==> src/rtl/csr_regfile_if.sv <==
// csr_regfile_if: CSR instruction, trap write and CSR export signals of the machine-mode CSR file.
// master: EXU/trap side (drives i_*, receives o_*); slave: csr_regfile.
// i_csr_addr/op/wen/src: CSR instruction; i_lsu_valid: commit strobe.
// i_mepc/mcause/mstatus_wen/wdata: trap-unit write ports.
// o_csr_rdata/o_csr_illegal: read result; o_mtvec/o_mepc/o_mstatus: exported state.
interface csr_regfile_if #(parameter int CPU_WIDTH = 32);
  logic [11:0]          i_csr_addr;
  logic [1:0]           i_csr_op;
  logic                 i_csr_wen;
  logic [CPU_WIDTH-1:0] i_csr_src;
  logic                 i_lsu_valid;
  logic                 i_mepc_wen;
  logic [CPU_WIDTH-1:0] i_mepc_wdata;
  logic                 i_mcause_wen;
  logic [CPU_WIDTH-1:0] i_mcause_wdata;
  logic                 i_mstatus_wen;
  logic [CPU_WIDTH-1:0] i_mstatus_wdata;
  logic [CPU_WIDTH-1:0] o_csr_rdata;
  logic                 o_csr_illegal;
  logic [CPU_WIDTH-1:0] o_mtvec;
  logic [CPU_WIDTH-1:0] o_mepc;
  logic [CPU_WIDTH-1:0] o_mstatus;
  modport master (
    output i_csr_addr, i_csr_op, i_csr_wen, i_csr_src, i_lsu_valid,
           i_mepc_wen, i_mepc_wdata, i_mcause_wen, i_mcause_wdata, i_mstatus_wen, i_mstatus_wdata,
    input  o_csr_rdata, o_csr_illegal, o_mtvec, o_mepc, o_mstatus
  );
  modport slave (
    input  i_csr_addr, i_csr_op, i_csr_wen, i_csr_src, i_lsu_valid,
           i_mepc_wen, i_mepc_wdata, i_mcause_wen, i_mcause_wdata, i_mstatus_wen, i_mstatus_wdata,
    output o_csr_rdata, o_csr_illegal, o_mtvec, o_mepc, o_mstatus
  );
endinterface

==> src/rtl/csr_regfile.sv <==
// csr_regfile: machine-mode CSR file (mstatus, mtvec, mepc, mcause, mcycle/h, mvendorid, marchid).
// i_clk/i_rst: clock and synchronous active-high reset; bus: csr_regfile_if slave port.
module csr_regfile #(
  parameter int                   CPU_WIDTH   = 32,
  parameter logic [CPU_WIDTH-1:0] MARCHID     = 32'h0000_5F5F,
  parameter logic [CPU_WIDTH-1:0] MSTATUS_RST = 32'h0000_1800
) (
  input logic          i_clk,
  input logic          i_rst,
  csr_regfile_if.slave bus
);
  localparam logic [CPU_WIDTH-1:0] MVENDORID = 32'h7973_7978;
  logic [CPU_WIDTH-1:0] r_mstatus, r_mtvec, r_mepc, r_mcause;
  logic [63:0]          r_mcycle;
  logic [CPU_WIDTH-1:0] w_old, w_new, w_mepc;
  logic                 w_rw, w_ro, w_wr;
  always_comb begin
    w_old = '0;
    w_rw  = 1'b1;
    w_ro  = 1'b0;
    case (bus.i_csr_addr)
      12'h300: w_old = r_mstatus;
      12'h305: w_old = r_mtvec;
      12'h341: w_old = r_mepc;
      12'h342: w_old = r_mcause;
      12'hB00: w_old = r_mcycle[31:0];
      12'hB80: w_old = r_mcycle[63:32];
      12'hF11: begin w_old = MVENDORID; w_rw = 1'b0; w_ro = 1'b1; end
      12'hF12: begin w_old = MARCHID;   w_rw = 1'b0; w_ro = 1'b1; end
      default: w_rw = 1'b0;
    endcase
  end
  assign w_new = bus.i_csr_op == 2'b01 ? bus.i_csr_src :
                 bus.i_csr_op == 2'b10 ? w_old | bus.i_csr_src : w_old & ~bus.i_csr_src;
  assign w_wr  = bus.i_csr_op != 2'b00 && bus.i_csr_wen && bus.i_lsu_valid && w_rw;
  // trap port has priority over a software write to the same CSR
  assign w_mepc = bus.i_mepc_wen ? bus.i_mepc_wdata : w_wr && bus.i_csr_addr == 12'h341 ? w_new : r_mepc;
  assign bus.o_csr_rdata   = w_old;
  assign bus.o_csr_illegal = bus.i_csr_op != 2'b00 && (!(w_rw || w_ro) || (w_ro && bus.i_csr_wen));
  assign bus.o_mtvec       = r_mtvec;
  assign bus.o_mepc        = r_mepc;
  assign bus.o_mstatus     = r_mstatus;
  always_ff @(posedge i_clk) begin
    if (i_rst) begin
      r_mstatus <= MSTATUS_RST;
      r_mtvec   <= '0;
      r_mepc    <= '0;
      r_mcause  <= '0;
      r_mcycle  <= '0;
    end else begin
      r_mstatus <= bus.i_mstatus_wen ? bus.i_mstatus_wdata : w_wr && bus.i_csr_addr == 12'h300 ? w_new : r_mstatus;
      r_mcause  <= bus.i_mcause_wen ? bus.i_mcause_wdata : w_wr && bus.i_csr_addr == 12'h342 ? w_new : r_mcause;
      r_mtvec   <= w_wr && bus.i_csr_addr == 12'h305 ? {w_new[CPU_WIDTH-1:2], 2'b00} : r_mtvec;
      r_mepc    <= {w_mepc[CPU_WIDTH-1:2], 2'b00};
      // a software write to either half suppresses that cycle's increment
      r_mcycle  <= w_wr && bus.i_csr_addr == 12'hB00 ? {r_mcycle[63:32], w_new} :
                   w_wr && bus.i_csr_addr == 12'hB80 ? {w_new, r_mcycle[31:0]} : r_mcycle + 64'd1;
    end
  end
endmodule

==> src/flat_wrapper.sv <==
// flat-port wrapper written by rule: the top's interface ports become plain ports
module csr_regfile_flat 
#(
  parameter int                   CPU_WIDTH   = 32,
  parameter logic [CPU_WIDTH-1:0] MARCHID     = 32'h0000_5F5F,
  parameter logic [CPU_WIDTH-1:0] MSTATUS_RST = 32'h0000_1800
)
  (i_clk, i_rst, bus_i_csr_addr, bus_i_csr_op, bus_i_csr_wen, bus_i_csr_src, bus_i_lsu_valid, bus_i_mepc_wen, bus_i_mepc_wdata, bus_i_mcause_wen, bus_i_mcause_wdata, bus_i_mstatus_wen, bus_i_mstatus_wdata, bus_o_csr_rdata, bus_o_csr_illegal, bus_o_mtvec, bus_o_mepc, bus_o_mstatus);
  csr_regfile_if #(.CPU_WIDTH(CPU_WIDTH)) bus_i ();
  input logic i_clk;
  input logic i_rst;
  input wire logic [$bits(bus_i.i_csr_addr)-1:0] bus_i_csr_addr;
  input wire logic [$bits(bus_i.i_csr_op)-1:0] bus_i_csr_op;
  input wire logic [$bits(bus_i.i_csr_wen)-1:0] bus_i_csr_wen;
  input wire logic [$bits(bus_i.i_csr_src)-1:0] bus_i_csr_src;
  input wire logic [$bits(bus_i.i_lsu_valid)-1:0] bus_i_lsu_valid;
  input wire logic [$bits(bus_i.i_mepc_wen)-1:0] bus_i_mepc_wen;
  input wire logic [$bits(bus_i.i_mepc_wdata)-1:0] bus_i_mepc_wdata;
  input wire logic [$bits(bus_i.i_mcause_wen)-1:0] bus_i_mcause_wen;
  input wire logic [$bits(bus_i.i_mcause_wdata)-1:0] bus_i_mcause_wdata;
  input wire logic [$bits(bus_i.i_mstatus_wen)-1:0] bus_i_mstatus_wen;
  input wire logic [$bits(bus_i.i_mstatus_wdata)-1:0] bus_i_mstatus_wdata;
  output wire logic [$bits(bus_i.o_csr_rdata)-1:0] bus_o_csr_rdata;
  output wire logic [$bits(bus_i.o_csr_illegal)-1:0] bus_o_csr_illegal;
  output wire logic [$bits(bus_i.o_mtvec)-1:0] bus_o_mtvec;
  output wire logic [$bits(bus_i.o_mepc)-1:0] bus_o_mepc;
  output wire logic [$bits(bus_i.o_mstatus)-1:0] bus_o_mstatus;
  assign bus_i.i_csr_addr = bus_i_csr_addr;
  assign bus_i.i_csr_op = bus_i_csr_op;
  assign bus_i.i_csr_wen = bus_i_csr_wen;
  assign bus_i.i_csr_src = bus_i_csr_src;
  assign bus_i.i_lsu_valid = bus_i_lsu_valid;
  assign bus_i.i_mepc_wen = bus_i_mepc_wen;
  assign bus_i.i_mepc_wdata = bus_i_mepc_wdata;
  assign bus_i.i_mcause_wen = bus_i_mcause_wen;
  assign bus_i.i_mcause_wdata = bus_i_mcause_wdata;
  assign bus_i.i_mstatus_wen = bus_i_mstatus_wen;
  assign bus_i.i_mstatus_wdata = bus_i_mstatus_wdata;
  assign bus_o_csr_rdata = bus_i.o_csr_rdata;
  assign bus_o_csr_illegal = bus_i.o_csr_illegal;
  assign bus_o_mtvec = bus_i.o_mtvec;
  assign bus_o_mepc = bus_i.o_mepc;
  assign bus_o_mstatus = bus_i.o_mstatus;
  csr_regfile #(.CPU_WIDTH(CPU_WIDTH), .MARCHID(MARCHID), .MSTATUS_RST(MSTATUS_RST)) u_core (.i_clk(i_clk), .i_rst(i_rst), .bus(bus_i));
endmodule
==> config.mk <==
export PLATFORM = sky130hd
export DESIGN_NAME = csr_regfile_flat
export DESIGN_NICKNAME = d
export VERILOG_FILES = /design/src/rtl/csr_regfile_if.sv /design/src/rtl/csr_regfile.sv /design/src/flat_wrapper.sv
export SDC_FILE = /design/constraint.sdc
export NUM_CORES = 1
export LEC_CHECK = 0
export ABC_CLOCK_PERIOD_IN_PS = 4400
export BUFFER_PORTS_ARGS = -buffer_cell sky130_fd_sc_hd__buf_2
export CAP_MARGIN = 20
export CORE_MARGIN = 2
export CORE_UTILIZATION = 30
export CTS_CLUSTER_SIZE = 24
export DETAILED_ROUTE_END_ITERATION = 10
export MAX_ROUTING_LAYER = met4
export PLACE_DENSITY = 0.58
export SLEW_MARGIN = 5
export SYNTH_ARGS = -nofsm -noshare
export SYNTH_HDL_FRONTEND = slang
export SYNTH_SLANG_ARGS = --single-unit
export TNS_END_PERCENT = 1
==> constraint.sdc <==
create_clock -name i_clk -period 4.4 [get_ports i_clk]
set_input_delay 1.1 -clock i_clk [delete_from_list [all_inputs] [get_ports i_clk]]
set_output_delay 1.1 -clock i_clk [all_outputs]
set_load 0.1 [all_outputs]
Yosys cells after proc, flatten, opt, wreduce, memory -nomap -nowiden
Index checks and enable logic that the tools add are counted.
Widths: inputs -> output; s select.

storage, ports and cells
  register bits = 190
  output and inout port bits = 129
  word-level logic and storage cells = 55

operators by class
  $add $sub $neg = 1
  equality and inequality tests = 11
  multiplexer cells = 13
  bitwise logic cells = 3
  reduce and logical (&&, ||, !) cells = 20

operators by type and width
  kind                   count
  $mux 32                9
  $pmux 32 s8            1
  $add 64x1->64 const B  1
  $mux 64                1
  $eq 12x10->1 const B   4
  $eq 12x12->1 const B   4
  $and 32x32->32         1
  $not 32->32            1
  $or 32x32->32          1
  $logic_and 1x1->1      11
  $reduce_bool 2->1      4
  $reduce_or 6->1        1
  $eq 2x1->1 const B     1
  $eq 2x2->1 const B     1
  $logic_or 1x1->1       2
  $mux 1                 2
  $ne 2x1->1 const B     1
  $reduce_or 2->1        1
  $logic_not 1->1        1

Longest topological paths before layout
Gate-level depths: netlist (run 1).

  word-level depth = 7
  depth in mapped cells = 10
  depth with buffers taken out = 7

Least setup slack after synthesis (run 1)
OpenSTA, ideal clock, no wires.

  path type = input to output
  start point = input bus_i_csr_addr[7]
  end point = output bus_o_csr_illegal
  arrival = 5004 ps
  data required time = 3300 ps
  path slack = -1704 ps
  stages on the path = 6
  buffers on the path = 3
  cells stage by stage = buf_1 nor2_1 and4_1 buf_4 buf_2 nor4_1

between the ends
  word-level cells in the longest chain between the ends = 7
  elaborated cells between the ends (all ways) = 17

RTL lines
  element                                                              line                RTL
  start, declared                                                      flat_wrapper.sv:12  input wire logic [$bits(bus_i.i_csr_addr)-1:0] bus_i_csr_addr;
  $eq 12x12->1 or $eq 12x10->1 (tied branches)                         csr_regfile.sv:21   case (bus.i_csr_addr)
  $reduce_or 6->1 (no source line) or $reduce_or 2->1 (tied branches)  -
  $mux 1                                                               csr_regfile.sv:21
  $logic_or 1x1->1                                                     csr_regfile.sv:39   assign bus.o_csr_illegal = bus.i_csr_op != 2'b00 && (!(w_rw || w_ro) || (w_ro && bus.i_csr_wen));
  $logic_not 1->1                                                      csr_regfile.sv:39
  $logic_or 1x1->1 *                                                   csr_regfile.sv:39
  $logic_and 1x1->1 *                                                  csr_regfile.sv:39
  end, declared                                                        flat_wrapper.sv:24  output wire logic [$bits(bus_i.o_csr_illegal)-1:0] bus_o_csr_illegal;

Mark *: on every way between the ends. The rest lies on a longest branch, timed or not.

Final worst setup path (run 1)
  start point = input bus_i_csr_addr[11]
  end point = output bus_o_csr_rdata[30]

between the ends
  word-level cells in the longest chain between the ends = 2
  elaborated cells between the ends (all ways) = 9

RTL lines
  element                                       line                RTL
  $eq 12x12->1 or $eq 12x10->1 (tied branches)  csr_regfile.sv:21
  $pmux 32 s8 *                                 csr_regfile.sv:21
  end, declared                                 flat_wrapper.sv:23  output wire logic [$bits(bus_i.o_csr_rdata)-1:0] bus_o_csr_rdata;

Marked as above.

==> out/results.ini, run 1 <==
[outcome]
outcome=complete, no violations

[setup_path]
path_cells=buf_2, nand4bb_1, buf_4, a2111oi_0, buf_4, nor4_1, nand2_1, buf_12
end_kind=output pin
path_max_fanout=14
ff2ff_path_depth=7
critPathKind=in2out
startpoint_type=primary input
r2r-start=u_core.r_mcycle[9]
cp_slowest_cell=a2111oi_0
cpMostUsedCell=buf_4
critical_path_required_ns=3.30
slowest_delay_ns=0.55
r2r_end=u_core.r_mcycle[27]
r2r_slack_ns=1.33
cp.arrival_ns=3.29

[layout]
drive_above_1_share_pct=25.9
antenna_cells=0
multiInputGateArea_um2=7460
n_fill_cell=4126
final_core_utilization_pct=39.3
ff_latch_area_um2=3760
fin_nets=1987
final_cells=2375
area_growth_pct=29.8

[hold_path]
hold_start=u_core.r_mcause[31]
whs_endpoint=u_core.r_mcause[31]
hold_class=reg2reg
hold_depth=2

[drt]
wl_mm=64.6
drt_first_pass_iters=6
vias=14607
drc_errors=0
drtIter0Drc=2139
post_drt_via_cell_ratio=6.15
drtAntennaViolNets=0
drt-wirelength-per-cell_um=27.2

[placement]
gp_congestion=1.04
dpl.hpwl_mm=50.1
dp_cells=2341
port_buffers=271
place_ws_ns=0.00989

[synth]
synth_area_leaders=dfxtp_1, a21oi_1, nand2_1
netlist.area_leader.share_pct=31.4
yosysTopAreaCell=dfxtp_1
synth_ff_type=dfxtp_1
syn_inst=1565
yosysMostFrequentCell=dfxtp_1
synthTopCellsByCount=dfxtp_1, a21oi_1, nand2_1
yosysUniqueCellTypes=80
syn_avg_cell_area_um2=7.65
synth_edf_count=0
synth_warnings=0
asyncSetResetFlopFracSynth_pct=0
ys_ff_latch=188
synth-seq-area-share_pct=31.4
netlist_area_um2=12000

[grt]
antenna_found_initial=0
grt_overflow=0
grt_pass1_wl_mm=93.6
grt_pass1_vias=13593
grt_max_degree=59
gr-usage-all-layers_pct=31.4

[floorplanning]
io_pins=278
floorplan.initialDensity_pct=30.3
core_area_um2=39500
rows=73
die_area_um2=41500
die_h_um=204
chipWidth_um=204

[sta]
fmax_mhz=228
finalCritPeriodShare_pct=99.8
period_minus_slack_ns=4.39
tns_ns=0
finalSetupViolCount=0
relSlewSlack_pct=36.5
hold_viol_final=0
worstMarginPinSlew_ns=0.944
grt_setup_unrepaired=false
drv_slew=0
skew_ns=0.0113
setup_slack_ns=0.00899

[power]
power.density_nw_per_um2=284
power_leakage_nw=5.86
vdd_drop_max_mv=0.283
finalPower_w=0.00441

[clock_network]
cts_resized=0
cts_tree=done
cts_buffer_depth=2
cts_setup_buffers=0
clock_sinks=188
ctsHoldBuffers=0
cts_made_buffers=17
clk_pin_slew_ns=0.07
worstSkewPairLatency_ns=0.46
root_buffer=clkbuf_16
h-tree-depth=4

[run]
maxCapViolations=0

[layer usage]
layer  global-route usage [%]  wire, um
met3                     5.84      6400
met4                     11.5      2340
met5                        -         0
met1                     43.0     27400
met2                     46.0     28400
[flip-flops by register name, indices dropped and copies added (netlist names)]
signal                cells
u_core.bus.o_mepc        30
u_core.bus.o_mtvec       30
u_core.r_mcycle          64
u_core.bus.o_mstatus     32
u_core.r_mcause          32
[per-stage QoR]
stage	hold WS (ns)	instance area, um^2
floorplan	0.449	12000
global placement	0.464	14900
detailed placement	0.472	14900
CTS	0.482	15500
global route	0.511	15600
finish	0.482	15600
[cell usage in the layout (no fill, tap or decap), types with 10 or more instances in the layout]
master     count
nor3_1        31
a22o_1        46
nand3_1      117
a211oi_1      20
clkbuf_16     17
or4_1         10
a311oi_1      12
nor2b_1       13
a31oi_1       26
o211ai_1      11
o21ai_0       89
xor2_1        12
nor4_1        33
nor2_1        53
a221oi_1      44
nand4_1       24
buf_2        238
dfxtp_1      188
buf_4        102
xnor2_1       55
a22oi_1       47
o22ai_1       17
inv_1         67
buf_12        41
nor4_2        12
nand4b_1      10
nand2_1      159
a21oi_1      171
[report_power, final]
part	switching [W]	internal, W	total (W)
clock network	0.000767	0.000890	0.00166
logic	0.000691	0.000237	0.000928
registers	0.0000659	0.00176	0.00183
[layout make-up]
class,instances,share of cell area (%)
inverters,69,1.67
multi-input cells,1178,48.0
clock buffers,20,3.00
clock inverters,12,0.885
well taps,525,4.22
repair buffers,383,18.1
flip-flops and latches,188,24.2
[critical path: cells and delay by family]
family / cells / cell delay [ns]
buffers and inverters: 4 / 0.92
AO/OA/AOI/OAI: 1 / 0.55
AND/OR/NAND/NOR: 3 / 0.71
[cell families after synthesis]
family | share of synthesized area [%]
other | 0.0313
and+or+nand+nor | 25.6
AOI/OAI and AO/OA | 30.3
adders and majority gates | 0.104
xor gates and xnor gates | 4.90
muxes | 0.648
DFF | 31.4
buffers and inverters | 7.02
[how the worst max path moves through the flow]
stage,endpoint,cells past startpoint,start
final,bus_o_csr_rdata[30],8,bus_i_csr_addr[11]
after detailed placement,bus_o_csr_rdata[5],7,bus_i_csr_addr[11]
after CTS,bus_o_csr_rdata[5],7,bus_i_csr_addr[11]
after global routing,bus_o_csr_rdata[30],8,bus_i_csr_addr[11]
after global placement,bus_o_csr_rdata[5],7,bus_i_csr_addr[11]
after floorplan,bus_o_csr_rdata[11],7,bus_i_csr_addr[11]
Power figures use the tool's default switching activity.
==> run 2: changes to the inputs <==
--- a/config.mk
+++ b/config.mk
@@ -8,10 +8,12 @@
 export ABC_CLOCK_PERIOD_IN_PS = 4400
 export BUFFER_PORTS_ARGS = -buffer_cell sky130_fd_sc_hd__buf_2
 export CAP_MARGIN = 20
+export CORE_ASPECT_RATIO = 1.25
 export CORE_MARGIN = 2
 export CORE_UTILIZATION = 30
 export CTS_CLUSTER_SIZE = 24
 export DETAILED_ROUTE_END_ITERATION = 10
+export GPL_ROUTABILITY_DRIVEN = 0
 export MAX_ROUTING_LAYER = met4
 export PLACE_DENSITY = 0.58
 export SLEW_MARGIN = 5
==> out/results.ini, run 2 (synthesized netlist as in run 1, its figures left out) <==
[outcome]
outcome=complete, no violations

[setup_path]
end_kind=output pin
path_max_fanout=20  ; +6
cpMostUsedCell=buf_12
path_delay_family=simple AND/OR/NAND/NOR gates
ff2ff_path_depth=6  ; -1
slowest_delay_ns=0.59  ; +0.04 ns
cp.buffers_inverters=4  ; unchanged
r2r-start=u_core.r_mcycle[7]
r2r_end=u_core.r_mcycle[56]
path_cells=buf_2, or4_1, buf_12, nor4_4, buf_4, a221oi_1, nand3_1, buf_12
critPathKind=in2out
cp_slowest_cell=or4_1
r2r_slack_ns=1.34  ; about the same
startpoint_type=primary input
cp.arrival_ns=3.24  ; -0.05 ns
critical_path_required_ns=3.30  ; about the same

[power]
finalPower_w=0.00439  ; -0.56%
swShare_pct=34.2  ; -0.38 points
power.density_nw_per_um2=285  ; +0.56%
vdd_drop_max_mv=0.225  ; -21%
power_frac_seq_pct=41.6  ; +0.2 points
p_int_w=0.00289  ; about the same
clkPwrFrac_pct=37.9  ; +0.3 points
p_comb_share_pct=20.5  ; -0.5 points
power_leakage_nw=5.77  ; -1.5%
p_switching_w=0.00150  ; -1.6%

[hold_path]
hold_start=u_core.r_mcause[2]
hold_depth=2  ; unchanged
hold_class=reg2reg
whs_endpoint=u_core.r_mcause[2]

[sta]
worstMarginPinSlew_ns=1.09  ; +0.146 ns
fmax_mhz=231  ; +1.3%
skew_ns=0.00971  ; -0.00162 ns
grt_setup_unrepaired=false
finalCritPeriodShare_pct=98.6  ; -1.2 points
hold_viol_final=0  ; unchanged
relSlewSlack_pct=26.7  ; -9.8 points
setup_slack_ns=0.0635  ; +0.0545 ns
finalSetupViolCount=0  ; unchanged
whs_ns=0.479  ; -0.00291 ns
period_minus_slack_ns=4.34  ; -0.0545 ns
drv_slew=0  ; unchanged

[grt]
antenna_found_initial=4  ; +4
grt_pass1_wl_mm=89.0  ; -4.9%
grt_max_degree=66  ; +12%
grt_pass1_vias=13803  ; +1.5%
grt_overflow=0  ; unchanged
gr-usage-all-layers_pct=29.7  ; -1.8 points

[run]
maxCapViolations=0  ; unchanged

[placement]
place_ws_ns=0.0925  ; +0.0826 ns
dpl.hpwl_mm=46.9  ; -6.4%
port_buffers=271  ; unchanged
dp_cells=2303  ; -1.6%

[layout]
area_growth_pct=28.4
drive_above_1_share_pct=25.3  ; -0.59 points
final_cell_mix=buf_2, dfxtp_1, a21oi_1
final_cells=2341  ; -1.4%
largest_reg_flops=64  ; unchanged
regMostFlops=u_core.r_mcycle
mostFrequentLayoutCell=buf_2
fin_nets=1975  ; -0.60%

[clock_network]
cts_tree=done
h-tree-depth=4  ; unchanged
cts_buffer_depth=2  ; unchanged
ctsHoldBuffers=0  ; unchanged
clk_pin_slew_ns=0.07  ; about the same
worstSkewPairLatency_ns=0.47  ; about the same
cts_made_buffers=17  ; unchanged
cts_setup_buffers=0  ; unchanged
root_buffer=clkbuf_16
clock_sinks=188  ; unchanged

[floorplanning]
floorplan.initialDensity_pct=30.5  ; +0.25 points
die_area_um2=41600  ; about the same
core_area_um2=39200  ; -0.83%
chipWidth_um=183  ; -10%
die_h_um=227  ; +12%
io_pins=278  ; unchanged
rows=81  ; +11%

[drt]
drt_first_pass_iters=6  ; unchanged
drc_errors=0  ; unchanged
wl_mm=61.2  ; -5.2%
vias=14738  ; +0.90%
drtAntennaViolNets=0  ; unchanged
drtIter0Drc=2089  ; -2.3%
drt-wirelength-per-cell_um=26.1  ; -3.8%
post_drt_via_cell_ratio=6.30  ; +2.4%

## run 2: area by class of cell
class                   count  area (um^2)
inverters                  69          259
diodes                      5         12.5
fillers                  4073        23800
well taps                 498          623
clock buffers              19          433
flip-flops and latches    188         3760
multi-input cells        1178         7460
repair buffers            371         2670
clock inverters            13          163
## run 2: repair_timing
item | in CTS | in global routing
gates resized for setup | 0 | 1
hold endpoints to repair | 0 | 0
setup endpoints to repair | 0 | 1
## run 2: per-stage QoR
step / instance area [um^2] / util [%] / TNS, ns
floorplan: 12000 / - / -1.56
global placement: 14700 / 37.6 / -0.127
detailed placement: 14700 / 37.6 / 0
CTS: 15300 / 39.1 / 0
global route: 15400 / 39.2 / 0
finish: 15400 / 39.2 / 0
## run 2: worst min-delay path, delay by kind of cell, from the launching register on
family             cells  cell delay (ns)
DFF                    1             0.32
and+or+nand+nor        1             0.06
AOI/OAI and AO/OA      1             0.07
## run 2: routing by layer
layer	track usage (%)	wire, um	vias to the layer above
li1	-	-	6458
met1	36.2	23600	6986
met2	45.6	27600	1064
met3	4.77	5910	230
met4	19.0	4080	0
met5	-	0	-
## run 2: power by group through the flow
stage | sequential (W) | combinational (W) | clock [W]
3_5_place_dp | 0.00186 | 0.000878 | 0
2_1_floorplan | 0.00212 | 0.000319 | 0
5_1_grt | 0.00183 | 0.000939 | 0.00172
6_report | 0.00183 | 0.000900 | 0.00166
3_3_place_gp | 0.00186 | 0.000872 | 0
4_1_cts | 0.00182 | 0.000881 | 0.00166
## run 2: how the worst max path moves through the flow
| stage | from | endpoint | slack [ns] | depth (start not counted) |
|---|---|---|---|---|
| 3_5_place_dp | bus_i_csr_addr[0] | bus_o_csr_rdata[29] | 0.09 | 8 |
| 2_1_floorplan | bus_i_csr_addr[11] | bus_o_csr_rdata[11] | -0.34 | 7 |
| 3_3_place_gp | bus_i_csr_addr[0] | bus_o_csr_rdata[5] | -0.13 | 7 |
| 6_report | bus_i_csr_addr[0] | bus_o_csr_rdata[29] | 0.06 | 8 |
| 4_1_cts | bus_i_csr_addr[0] | bus_o_csr_rdata[29] | 0.09 | 8 |
| 5_1_grt | bus_i_csr_addr[0] | bus_o_csr_rdata[29] | 0.004 | 8 |
